**src/rtl/counter_with_strobe_multi.sv**
```systemverilog
// -----------------------------------------------------------------------------
// counter_with_strobe_multi
//
// CHANNELS independent pipelined down-counters. Each channel counts accepted
// enable ticks and emits a one-cycle strobe LATENCY cycles after every
// reset_value-th tick. The channel supports a re-arm (load) and a one-shot mode
// that stops after the first terminal count.
//
// Ports:
//   clk          in   1               clock, all logic on posedge
//   rst          in   1               synchronous reset, active-low
//   enable       in   CHANNELS        per-channel tick request
//   reset_value  in   CHANNELS*WIDTH  per-channel period, 0 means 2^WIDTH
//   load         in   CHANNELS        per-channel re-arm from reset_value
//   one_shot     in   CHANNELS        1 = stop after first terminal count
//   ready        out  CHANNELS        channel accepts a tick this cycle
//   strobe       out  CHANNELS        one-cycle terminal-count pulse
//   valid        out  CHANNELS        channel settled and armed
//   done         out  CHANNELS        one-shot channel has expired
// -----------------------------------------------------------------------------
module counter_with_strobe_multi #(
  parameter int WIDTH    = 4,
  parameter int LATENCY  = 4,
  parameter int CHANNELS = 2
) (
  input  logic                      clk,
  input  logic                      rst,
  input  logic [CHANNELS-1:0]       enable,
  input  logic [CHANNELS*WIDTH-1:0] reset_value,
  input  logic [CHANNELS-1:0]       load,
  input  logic [CHANNELS-1:0]       one_shot,
  output logic [CHANNELS-1:0]       ready,
  output logic [CHANNELS-1:0]       strobe,
  output logic [CHANNELS-1:0]       valid,
  output logic [CHANNELS-1:0]       done
);

  localparam int                WAIT_W    = $clog2(LATENCY + 1);
  // Settling after a load lasts LATENCY cycles; the gap after a tick is one less.
  localparam logic [WAIT_W-1:0] WAIT_LOAD = WAIT_W'(LATENCY);
  localparam logic [WAIT_W-1:0] WAIT_TICK = WAIT_W'(LATENCY - 1);

  // High for the first edge after reset is released; acts as a load on every
  // channel so counting restarts cleanly after any reset.
  logic r_init_load;

  // NOTE: state is only ever updated with non-blocking assignments so every
  // register samples the pre-edge values of its neighbours.
  always_ff @(posedge clk) begin
    if (!rst) r_init_load <= 1'b1;
    else      r_init_load <= 1'b0;
  end

  for (genvar g = 0; g < CHANNELS; g++) begin : g_ch
    logic [WIDTH-1:0]   r_cnt;        // ticks remaining until terminal
    logic [WAIT_W-1:0]  r_wait;       // cycles until ready/valid rise
    logic [LATENCY-1:0] r_pipe_stb;   // in-flight terminal ticks
    logic [LATENCY-1:0] r_pipe_done;  // in-flight one-shot expirations
    logic               r_ready;
    logic               r_valid;
    logic               r_strobe;
    logic               r_done;

    logic [WIDTH-1:0]   w_period;
    logic               w_load;
    logic               w_accept;
    logic               w_terminal;

    assign w_period   = reset_value[g*WIDTH +: WIDTH];
    assign w_load     = load[g] | r_init_load;
    // Load wins over a simultaneous tick.
    assign w_accept   = enable[g] & r_ready & r_valid & ~w_load;
    // A period of 0 loads 0, which wraps to all-ones on the first tick and
    // reaches 1 after 2^WIDTH-1 ticks, giving the full 2^WIDTH period.
    assign w_terminal = (r_cnt == WIDTH'(1));

    always_ff @(posedge clk) begin
      if (!rst) begin
        // NOTE: the strobe pipeline is reset along with the counters because
        // a stale in-flight strobe must never escape after reset.
        r_cnt       <= '0;
        r_wait      <= '0;
        r_pipe_stb  <= '0;
        r_pipe_done <= '0;
        r_ready     <= 1'b0;
        r_valid     <= 1'b0;
        r_strobe    <= 1'b0;
        r_done      <= 1'b0;
      end else if (w_load) begin
        r_cnt       <= w_period;
        r_wait      <= WAIT_LOAD;
        r_pipe_stb  <= '0;
        r_pipe_done <= '0;
        r_ready     <= 1'b0;
        r_valid     <= 1'b0;
        r_strobe    <= 1'b0;
        r_done      <= 1'b0;
      end else begin
        for (int k = LATENCY - 1; k > 0; k--) begin
          r_pipe_stb[k]  <= r_pipe_stb[k-1];
          r_pipe_done[k] <= r_pipe_done[k-1];
        end
        r_pipe_stb[0]  <= w_accept & w_terminal;
        r_pipe_done[0] <= w_accept & w_terminal & one_shot[g];
        r_strobe       <= r_pipe_stb[LATENCY-1];
        r_done         <= r_done | r_pipe_done[LATENCY-1];

        if (r_wait != '0) begin
          r_wait <= r_wait - WAIT_W'(1);
          if (r_wait == WAIT_W'(1)) begin
            r_ready <= 1'b1;
            r_valid <= 1'b1;
          end
        end

        // r_wait is always zero here since a tick needs ready=1.
        if (w_accept) begin
          if (w_terminal && one_shot[g]) begin
            // Expired: stay blocked until the next load.
            r_ready <= 1'b0;
            r_wait  <= '0;
          end else if (LATENCY > 1) begin
            r_ready <= 1'b0;
            r_wait  <= WAIT_TICK;
          end
          r_cnt <= w_terminal ? w_period : r_cnt - WIDTH'(1);
        end
      end
    end

    assign ready[g]  = r_ready;
    assign valid[g]  = r_valid;
    assign strobe[g] = r_strobe;
    assign done[g]   = r_done;
  end

endmodule

```
**config.mk**
```make
export PLATFORM = sky130hd
export DESIGN_NAME = counter_with_strobe_multi
export DESIGN_NICKNAME = d
export VERILOG_FILES = /design/src/rtl/counter_with_strobe_multi.sv
export SDC_FILE = /design/constraint.sdc
export NUM_CORES = 1
export LEC_CHECK = 0
export BUFFER_PORTS_ARGS = -buffer_cell sky130_fd_sc_hd__buf_2
export CAP_MARGIN = 20
export CORE_MARGIN = 2
export CORE_UTILIZATION = 50
export DETAILED_ROUTE_END_ITERATION = 7
export PLACE_DENSITY_LB_ADDON = 0.3
export SLEW_MARGIN = 25
export SYNTH_ARGS = -nofsm -noshare
export SYNTH_HDL_FRONTEND = slang
export SYNTH_SLANG_ARGS = --single-unit
```
**constraint.sdc**
```tcl
create_clock -name clk -period 2.8 [get_ports clk]
set_clock_uncertainty 0.2 [all_clocks]
set_input_delay 0.42 -clock clk [delete_from_list [all_inputs] [get_ports clk]]
set_output_delay 0.42 -clock clk [all_outputs]
set_load 0.01 [all_outputs]
```
==> out/qor.yml <==
status: "finished clean"
fin_nets: 239
reg2reg_to: "g_ch[0].r_wait[2]$_SDFFE_PN0P_"
endpoint_kind: "register"
place_inst: 250
min_path_type: "in2reg"
cp_max_fo: 3
max-cap-violations: 0
die_x_um: 63.6
avgSynthCellArea_um2: 9.11
gp_congestion: 0.857
dp_slack_ns: 1.02
clk_latency_ns: 0.34
clockBufferDepth: 2
finalSetupViolCount: 0
synth_compound_gate_area_share_pct: 13.9
final_area_um2: 1940
yosys_most_used_dff: "dfxtp_1"
grt_max_degree: 26
synth_top_area_share_pct: 43.9
synth_async_sr_flop_share_pct: 0
min_to: "g_ch[1].r_wait[1]$_SDFFE_PP0P_"
p_seq_share_pct: 53.7
ys_warn_count: 0
drc_errors: 0
clkPwrFrac_pct: 36.0
synth_edf_count: 0
post_cts_resized: 0
vdd_drop_max_uv: 441
synth-simple-area-share_pct: 21.7
drive_gt1_share_pct: 20.8
htree_levels: 2
p_int_mw: 0.829
finalCriticalPeriod_ns: 1.73
synth_area_um2: 1780
cts-root-buf: "clkbuf_4"
ctsHoldBuffers: 0
wl_per_cell_um: 11.8
row_count: 21
cts_sinks: 39
syn_to_final_growth_pct: 9.15
fin_crit_sh_pct: 61.8
path_clk_slew_ns: 0.12
synth_top_cell_by_area: "dfxtp_1"
initial_core_util_pct: 52.8
swShare_pct: 23.7
timing.setup.tns_ns: 0
powerDensity_nw_per_um2: 561
tightestPinTransition_ns: 0.590
r2r-start: "g_ch[0].r_wait[0]$_SDFFE_PP0P_"
combPwrFrac_pct: 10.3
dp_hpwl_um: 2210
start_kind: "register"
mostFrequentLayoutCells: "dfxtp_1 (39), buf_2 (23), and3_1 (16)"
multiInputGateArea_um2: 843
core_area_um2: 3360
seq_area_um2: 781
synthMuxAreaShare_pct: 2.39
postCtsSetupBuffers: 0
vias_per_cell: 5.12
portBuffers: 23
drt_iter0_markers: 30
ys_ff_latch: 39
synthTopCellsByArea: "dfxtp_1 (44%), ha_1 (8.5%), and3_1 (5.6%), a21oi_1 (4.2%), buf_4 (3.8%)"
synth_nets: 223
antenna_found_initial: 0
final_max_slew_viol_count: 0
drtAntennaViolNets: 0
rsz0062_at_grt: "no"
cp_data_required_time_ns: 2.83
die_h_um: 63.6
hp-start: "one_shot[1]"
instances_no_fill: 258
p_leak_nw: 0.870
grt_pass1_wl_um: 5320
r2r_setup_slack_ns: 1.07
synthAdderAreaFrac_pct: 8.45
final_common_cell: "dfxtp_1"
clock.fmax_mhz: 578
ys_seq_area_share_pct: 43.9
placed_area_um2: 1850
vias: 1322
synth_xor_area_share_pct: 0.986
track_usage_pct: 16.7
finalPower_mw: 1.09
die_area_um2: 4050
path_class: "reg2reg"
wirelength_um: 3040
first_pass_iters: 4
ff2ff_path_depth: 7
antennaDiodeCount: 0
worstHoldPathCells: 2
cts_tree: "yes"
io_pins: 24
synth_top_family_by_area: "simple AND/OR/NAND/NOR gates"
fill_cells: 329
grt_pass1_vias: 1229
cts_made_buffers: 5
netlist_instances: 195
cp.arrival_ns: 1.76
hold_viol_final: 0
synth.distinct_cells: 41
worst_slack_ns: 1.07
slew_headroom_pct: 60.7
p_switching_mw: 0.258
overflow: 0
layout make-up:
cell class	count	share of cell area, %
clock buffers	6	2.65
clock inverters	2	1.81
inverters	15	2.90
multi-input cells	127	43.5
flip-flops and latches	39	40.3
well taps	46	2.97
repair buffers	23	5.94
metal layers:
metal | part of all wire, % | GRT usage (%) | up-vias
li1 | - | - | 698
met1 | 51 | 21.2 | 606
met2 | 45 | 26.7 | 16
met3 | 3.4 | 5.36 | 2
met4 | 0.63 | 5.43 | 0
met5 | 0 | 0 | -
worst max-delay path by stage:
stage	start	to	slack, ns	depth (start not counted)
CTS	g_ch[0].r_wait[0]$_SDFFE_PP0P_	g_ch[0].r_wait[2]$_SDFFE_PN0P_	1.08	7
global placement	load[1]	g_ch[1].r_wait[1]$_SDFFE_PP0P_	1.09	4
global route	g_ch[1].r_cnt[1]$_SDFFE_PN0P_	g_ch[1].r_cnt[3]$_SDFFE_PN0P_	0.95	6
floorplan	g_ch[0].r_wait[0]$_SDFFE_PP0P_	g_ch[0].r_wait[2]$_SDFFE_PN0P_	1.22	7
finish	g_ch[0].r_wait[0]$_SDFFE_PP0P_	g_ch[0].r_wait[2]$_SDFFE_PN0P_	1.07	7
detailed placement	load[1]	g_ch[1].r_wait[1]$_SDFFE_PP0P_	1.02	4
flip-flops by register name, summed over array words and instances (netlist names), 2 cells and up:
name,flops
g_ch.r_valid,2
g_ch.r_pipe_stb,8
g_ch.r_pipe_done,8
g_ch.r_ready,2
g_ch.r_strobe,2
g_ch.r_cnt,8
g_ch.r_wait,6
g_ch.r_done,2
synth_stat cells (all sizes together), types with 2 or more instances:
master   n
inv     15
nor3     5
buf     12
o221ai   2
a21oi   15
o21ai   14
nand3   10
ha      12
clkbuf   2
a31oi    3
dfxtp   39
nor3b    2
nand2   12
nor2    17
mux2i    2
mux2     2
and3    17
power by group through the flow:
stage / registers, mW / clock network (mW) / logic, mW
6_report: 0.584 / 0.391 / 0.113
5_1_grt: 0.587 / 0.429 / 0.129
4_1_cts: 0.584 / 0.400 / 0.113
3_5_place_dp: 0.596 / 0 / 0.112
3_3_place_gp: 0.596 / 0 / 0.109
2_1_floorplan: 0.593 / 0 / 0.0840
worst max-delay path: stages (launching register included):
cell and delay (ns):
dfxtp_1 0.39, inv_1 0.06, ha_1 0.22, inv_1 0.07, ha_1 0.22, mux2_2 0.27
a21oi_1 0.15, nor2_1 0.06
metrics by stage:
stage	hold WS (ns)	util (%)
after floorplan	0.216	-
after global placement	0.231	55.1
after detailed placement	0.235	55.1
after CTS	0.0902	57.7
after global routing	0.0764	57.7
final	0.105	57.7
cells by family after synthesis:
group,Yosys count
and+or+nand+nor,68
xor gates and xnor gates,2
buffers and inverters,29
muxes,4
DFF,39
AOI/OAI and AO/OA,41
adders and majority gates,12
Note: power is estimated with default switching activity, not from simulation.
